### config.mk
export PLATFORM = sky130hd
export DESIGN_NAME = hazard_ctrl
export DESIGN_NICKNAME = d
export VERILOG_FILES = /design/src/rtl/hazard_pkg.sv /design/src/rtl/hazard_scoreboard.sv /design/src/rtl/hazard_ctrl.sv
export SDC_FILE = /design/constraint.sdc
export NUM_CORES = 1
export LEC_CHECK = 0
export BUFFER_PORTS_ARGS = -buffer_cell sky130_fd_sc_hd__buf_2
export CAP_MARGIN = 15
export CORE_MARGIN = 10
export CORE_UTILIZATION = 53
export CTS_CLUSTER_DIAMETER = 150
export DETAILED_ROUTE_END_ITERATION = 8
export HOLD_SLACK_MARGIN = 0.12
export PLACE_DENSITY_LB_ADDON = 0.05
export SETUP_SLACK_MARGIN = 0.4
export SLEW_MARGIN = 5
export SYNTH_ARGS = -nofsm -noshare
export SYNTH_HDL_FRONTEND = slang
export SYNTH_SLANG_ARGS = --single-unit
### constraint.sdc
create_clock -name clk -period 3.05 [get_ports clk]
set_input_delay 0.1525 -clock clk [delete_from_list [all_inputs] [get_ports clk]]
set_output_delay 0.1525 -clock clk [all_outputs]
set_load 0.005 [all_outputs]
### src/rtl/hazard_pkg.sv
// hazard_pkg: shared types for the hazard/stall sequencer.
// Used by hazard_scoreboard and hazard_ctrl (HAZARD_FWD_EN selects forwarding).
package hazard_pkg;

  localparam int MAX_MEM_DELAY = 7;
  localparam int RD_MAX_W = 8;

  function automatic int avail_w(input int mem_delay);
    return $clog2(mem_delay + 2);
  endfunction

  localparam int AV_MAX_W = avail_w(MAX_MEM_DELAY);

  typedef enum logic [1:0] {
    ST_RUN = 2'd0,
    ST_HAZ = 2'd1,
    ST_FRZ = 2'd2
  } hz_state_t;

  typedef struct packed {
    logic                valid;
    logic [RD_MAX_W-1:0] rd;
    logic [AV_MAX_W-1:0] avail;
  } sb_entry_t;

endpackage

### src/rtl/hazard_scoreboard.sv
// hazard_scoreboard: in-flight writer slots EX..WB with result countdowns.
// HAZARD_FWD_EN: blocking decided by avail; otherwise by slot position.
module hazard_scoreboard
  import hazard_pkg::*;
#(
  parameter int PIPE_DEPTH = 3,
  parameter int MEM_DELAY  = 1,
  parameter int REG_ADDR_W = 5
) (
  input  logic                  clk,
  input  logic                  rst,
  input  logic                  hold,
  input  logic                  ins_valid,
  input  logic                  ins_load,
  input  logic [REG_ADDR_W-1:0] ins_rd,
  input  logic [REG_ADDR_W-1:0] rs1,
  input  logic [REG_ADDR_W-1:0] rs2,
  input  logic                  rs1_used,
  input  logic                  rs2_used,
  output logic [PIPE_DEPTH-1:0] rs1_hit,
  output logic [PIPE_DEPTH-1:0] rs2_hit,
  output logic [PIPE_DEPTH-1:0] blk_alu,
  output logic [PIPE_DEPTH-1:0] blk_br
);

  localparam logic [AV_MAX_W-1:0] AV_ALU = AV_MAX_W'(1);
  localparam logic [AV_MAX_W-1:0] AV_LD  = AV_MAX_W'(MEM_DELAY + 1);

  sb_entry_t sb [PIPE_DEPTH];
  sb_entry_t ins_e;

  function automatic sb_entry_t aged(input sb_entry_t e);
    aged = e;
    if (e.avail != '0)
      aged.avail = e.avail - AV_MAX_W'(1);
  endfunction

  // Entry presented by decode for insertion into slot 0
  always_comb begin
    ins_e.valid = ins_valid;
    ins_e.rd    = RD_MAX_W'(ins_rd);
    ins_e.avail = ins_load ? AV_LD : AV_ALU;
  end

  // Slot shift register; countdowns age as entries move
  always_ff @(posedge clk) begin
    if (rst) begin
      for (int i = 0; i < PIPE_DEPTH; i++)
        sb[i] <= '0;
    end else if (!hold) begin
      sb[0] <= ins_e;
      for (int i = 1; i < PIPE_DEPTH; i++)
        sb[i] <= aged(sb[i-1]);
    end
  end

  // Per-slot source matches and per-slot blocking qualifiers
  always_comb begin
    for (int i = 0; i < PIPE_DEPTH; i++) begin
      rs1_hit[i] = rs1_used && (rs1 != '0) && sb[i].valid
                   && (RD_MAX_W'(rs1) == sb[i].rd);
      rs2_hit[i] = rs2_used && (rs2 != '0) && sb[i].valid
                   && (RD_MAX_W'(rs2) == sb[i].rd);
`ifdef HAZARD_FWD_EN
      blk_alu[i] = sb[i].avail >= AV_MAX_W'(2);
      blk_br[i]  = sb[i].avail != '0;
`else
      blk_alu[i] = (i < PIPE_DEPTH - 1);
      blk_br[i]  = (i < PIPE_DEPTH - 1);
`endif
    end
  end

endmodule

### src/rtl/hazard_ctrl.sv
// hazard_ctrl: RAW hazard detection, stall/flush sequencing, freeze handling.
// Build with HAZARD_FWD_EN when the forwarding network is present.
module hazard_ctrl
  import hazard_pkg::*;
#(
  parameter int PIPE_DEPTH = 3,
  parameter int MEM_DELAY  = 1,
  parameter int REG_ADDR_W = 5,
  parameter int CNT_W      = 16
) (
  input  logic                  clk,
  input  logic                  rst,
  input  logic                  id_valid,
  input  logic [REG_ADDR_W-1:0] id_rs1,
  input  logic [REG_ADDR_W-1:0] id_rs2,
  input  logic                  id_rs1_used,
  input  logic                  id_rs2_used,
  input  logic [REG_ADDR_W-1:0] id_rd,
  input  logic                  id_rd_we,
  input  logic                  id_is_load,
  input  logic                  id_is_branch,
  input  logic                  flush,
  input  logic                  ext_stall,
  output logic                  pc_en,
  output logic                  fd_en,
  output logic                  de_bubble,
  output logic                  fd_flush,
  output logic [1:0]            state_o,
  output logic [CNT_W-1:0]      stall_cnt
);

  localparam logic [CNT_W-1:0] CNT_MAX = '1;

  logic [PIPE_DEPTH-1:0] rs1_hit, rs2_hit;
  logic [PIPE_DEPTH-1:0] blk_alu, blk_br, blk;
  logic hazard, flush_eff, flush_pend, ins_valid;
  hz_state_t state, state_nx, ret_st, ret_nx;

  assign flush_eff = flush | flush_pend;
  assign ins_valid = id_valid & id_rd_we & (id_rd != '0)
                     & ~hazard & ~flush_eff;
  assign state_o   = state;

  hazard_scoreboard #(
    .PIPE_DEPTH (PIPE_DEPTH),
    .MEM_DELAY  (MEM_DELAY),
    .REG_ADDR_W (REG_ADDR_W)
  ) u_sb (
    .clk       (clk),
    .rst       (rst),
    .hold      (ext_stall),
    .ins_valid (ins_valid),
    .ins_load  (id_is_load),
    .ins_rd    (id_rd),
    .rs1       (id_rs1),
    .rs2       (id_rs2),
    .rs1_used  (id_rs1_used),
    .rs2_used  (id_rs2_used),
    .rs1_hit   (rs1_hit),
    .rs2_hit   (rs2_hit),
    .blk_alu   (blk_alu),
    .blk_br    (blk_br)
  );

  // Branches compare in ID, so they block on a stricter qualifier
  always_comb begin
    blk    = id_is_branch ? blk_br : blk_alu;
    hazard = id_valid && |((rs1_hit | rs2_hit) & blk);
  end

  // Pipeline enables by priority: reset, freeze, flush, hazard
  always_comb begin
    pc_en     = 1'b1;
    fd_en     = 1'b1;
    de_bubble = 1'b0;
    fd_flush  = 1'b0;
    if (rst) begin
      pc_en     = 1'b0;
      fd_en     = 1'b0;
      de_bubble = 1'b1;
    end else if (ext_stall) begin
      pc_en = 1'b0;
      fd_en = 1'b0;
    end else if (flush_eff) begin
      de_bubble = 1'b1;
      fd_flush  = 1'b1;
    end else if (hazard) begin
      pc_en     = 1'b0;
      fd_en     = 1'b0;
      de_bubble = 1'b1;
    end
  end

  // Remember a mispredict that lands while the pipe is frozen
  always_ff @(posedge clk) begin
    if (rst)
      flush_pend <= 1'b0;
    else if (ext_stall)
      flush_pend <= flush_pend | flush;
    else
      flush_pend <= 1'b0;
  end

  // Saturating count of real hazard-stall cycles
  always_ff @(posedge clk) begin
    if (rst)
      stall_cnt <= '0;
    else if (!ext_stall && !flush_eff && hazard && stall_cnt != CNT_MAX)
      stall_cnt <= stall_cnt + CNT_W'(1);
  end

  // State register plus the state to resume after a freeze
  always_ff @(posedge clk) begin
    if (rst) begin
      state  <= ST_RUN;
      ret_st <= ST_RUN;
    end else begin
      state  <= state_nx;
      ret_st <= ret_nx;
    end
  end

  // Next-state selection
  always_comb begin
    state_nx = state;
    ret_nx   = ret_st;
    unique case (state)
      ST_RUN: begin
        if (ext_stall) begin
          state_nx = ST_FRZ;
          ret_nx   = ST_RUN;
        end else if (hazard && !flush_eff) begin
          state_nx = ST_HAZ;
        end
      end
      ST_HAZ: begin
        if (ext_stall) begin
          state_nx = ST_FRZ;
          ret_nx   = ST_HAZ;
        end else if (flush_eff || !hazard) begin
          state_nx = ST_RUN;
        end
      end
      ST_FRZ: begin
        if (!ext_stall)
          state_nx = ret_st;
      end
      default: state_nx = ST_RUN;
    endcase
  end

endmodule

==> run metrics <==
Max Slew Vio Count=0; Hold EP=u_sb.sb[0][8]; Reg-to-Reg Start=u_sb.sb[0][6]; Gate Count Post-Synth=188; Sw Share=about a quarter; unrepaired setup endpoints after global routing=no; pre-CTS worst setup slack=about 0.63 ns; register area=around 760 um2; core area=0.00334 mm2; NetSw=approximately 0.00020 W; CTS max path bufs=2; die area=0.00623 mm2; most frequent cells in the layout=buf_2 (44), dfxtp_1 (20), xor2_1 (16), and2_1 (15), nor2_1 (13); Routed Antenna Nets=0; die width=a little under 80 um; CP Capture Type=output pin; Netlist Area Pre-Place=0.00184 mm2; Reg2Reg Capture Point=stall_cnt[12]; Leak=just under 0.9 nW; crit-path max FO=26; placed cell areas=0.00208 mm2; largest net degree at the start of global routing=29; most used flip-flop cell after synthesis=dfxtp_1; number of global-route vias before repair=approximately 1,600; share of layout cells above drive strength 1=26.1%; CTS H-tree depth=2; register area share after synthesis=41.3%; data arrival time of the worst path=roughly 2.3 ns; Final Instance Area=about 0.0022 mm2; R2R setup slack=between 0.6 and 0.7 ns; Cell Int Power=between 0.0006 and 0.0007 W; Comb power frac=a little over a tenth; r2r worst-path depth=6; io pins=47; CTS Buf Count=5; grt ovf=0; Tmin final=between 2 and 2.5 ns; Hold Path Class=input pin to flop; post-route setup TNS=0 ns; CTS sink cnt=32; Area contributors post-synth=dfxtp_1 (22%), edfxtp_1 (20%), xor2_1 (7.6%), and2_1 (5.1%), or4_1 (3.7%); Synth Register Bits=32; root cell of the clock tree=clkbuf_4; Die Span Y=between 70 and 80 um; GP Congestion=around 0.86; vias post-DR=1,595; final core utilization=65.7%; f_max=~0.41 GHz; period utilisation layout=79.2%; final worst slack=0.636 ns; Routed WL=4430 um; grt met2 use=21.9%; Synth-to-Final Area Change=19.0%; area share of the largest cell type after synthesis=21.7%; WS Path Type=flop to output pin; share of flip-flops with an asynchronous set or reset=0%; met3 GRT Util=5.07%; final setup fails=0; count of warnings emitted by yosys=0; EDFF count, synth=12; clock latency on the worst-skew pair=between 0.3 and 0.4 ns; Worst-Margin Slew=about 0.71 ns; max_slew headroom=a little over half; sequential power share=just under 60%; Clk network pwr share=~31%; Yosys top cell by area=dfxtp_1; met1 usage=17.6%; CTS clk-pin slew, worst paths=roughly 0.10 ns; Port Buf Inserts=44; Power Density=369 mW/mm2; GR peak layer=met2; Iteration-0 DRC Markers=98; CTS tree=done; VDD IR max=approximately 0.24 mV; drt drc=0; Mapped Nets=about 210; worst hold stages=2; syn avg cell area=9.80 um2; Resize count post-CTS=0; Final Hold Viols=0; Initial Util=55.2%; wire per inst=about 16 um; status=finished clean; Setup crit start kind=flop; drt pass-1 iters=4; Nets=about 260; clk_skew=roughly 0.013 ns; filler cell count=a little over 300; initial antenna violation count=0; global-route usage over all layers=approximately 14%; first-pass GRT wire length=7210 um; critical path required time=2.90 ns; Max Cap Viol=0; # rows=21; synth unique cells=between 40 and 50; multi-input logic area=0.00102 mm2; via-per-instance ratio=approximately 5.6; worst hold start=id_rd[4]; commonest non-fill, non-tap cell in the layout=buf_2; Ant. Diodes=0; Final HPWL DP=about 3400 um
layer usage:
layer	share of wire, %	wire (um)
met5	0	0
met4	0.54	24
met3	7.3	323
met2	48	2100
met1	45	1980
cells in the mapped netlist (all sizes together), types with 2 or more instances:
| cell type | number |
|---|---|
| a21oi | 8 |
| a32oi | 2 |
| and2 | 15 |
| and4 | 3 |
| buf | 5 |
| clkbuf | 4 |
| dfxtp | 20 |
| edfxtp | 12 |
| mux2 | 6 |
| mux2i | 2 |
| nand2 | 8 |
| nand2b | 3 |
| nand3 | 7 |
| nand4 | 3 |
| nor2 | 13 |
| nor2b | 7 |
| nor3 | 6 |
| nor4 | 6 |
| nor4b | 2 |
| o21ai | 3 |
| o22ai | 2 |
| o31a | 2 |
| o31ai | 6 |
| or3 | 2 |
| or4 | 9 |
| xnor2 | 4 |
| xor2 | 16 |
critical path, cell delays in order, from the launching register on:
cell	delay, ns
edfxtp_1	0.48
xor2_1	0.20
nor4_1	0.29
a32oi_1	0.13
o32a_4	0.50
and2_1	0.21
buf_2	0.12
sequential cells by signal, indices dropped and copies added, names as in the netlist:
| name | flops |
|---|---|
| state_o | 2 |
| ret_st | 1 |
| u_sb.sb | 12 |
| flush_pend | 1 |
| stall_cnt | 16 |
worst max-delay path by stage:
| stage | startpoint | end | slack, ns | cells after the start |
|---|---|---|---|---|
| 3_5_place_dp | u_sb.sb[0][6] | stall_cnt[12] | 0.63 | 6 |
| 4_1_cts | u_sb.sb[0][6] | pc_en | 0.61 | 6 |
| 2_1_floorplan | u_sb.sb[0][19] | stall_cnt[13] | 0.84 | 7 |
| 6_report | u_sb.sb[0][6] | pc_en | 0.64 | 6 |
| 5_1_grt | u_sb.sb[0][6] | stall_cnt[12] | 0.46 | 6 |
| 3_3_place_gp | u_sb.sb[0][6] | stall_cnt[12] | 0.66 | 6 |
repair_timing:
action | CTS | global route
setup endpoints to repair | 0 | 0
hold buffers | 5 | 0
hold endpoints to repair | 5 | 0
buffers inserted | 0 | 0
power by group through the flow:
stage	Sequential [W]	Combinational, W	Clock [W]
floorplan	0.000476	0.0000522	0
global placement	0.000480	0.0000795	0
detailed placement	0.000480	0.0000825	0
CTS	0.000470	0.0000878	0.000264
global route	0.000472	0.0000979	0.000282
finish	0.000470	0.0000872	0.000252
metrics by stage:
stage               hold slack, ns  power, W  std cells
floorplan                    0.300  0.000528        188
global placement             0.393  0.000559        271
detailed placement           0.404  0.000563        271
CTS                          0.121  0.000822        284
global route                 0.124  0.000852        284
finish                       0.136  0.000810        284
kinds of logic after synthesis:
family / after synthesis / synth area share, %
simple gates: 88 / 29.1
fa+ha+maj: 1 / 0.679
compound gates: 29 / 11.5
xor+xnor: 20 / 9.51
flops: 32 / 41.3
mux: 8 / 4.76
buf+inv: 10 / 3.12
area by class of cell:
cell class	count	area share, %
multi-input cells	146	46.7
repair buffers	51	13.0
well taps	46	2.63
clock buffers	7	2.51
inverters	1	0.171
flip-flops and latches	32	34.7
clock inverters	1	0.285
Note: power is estimated with default switching activity, not from simulation.
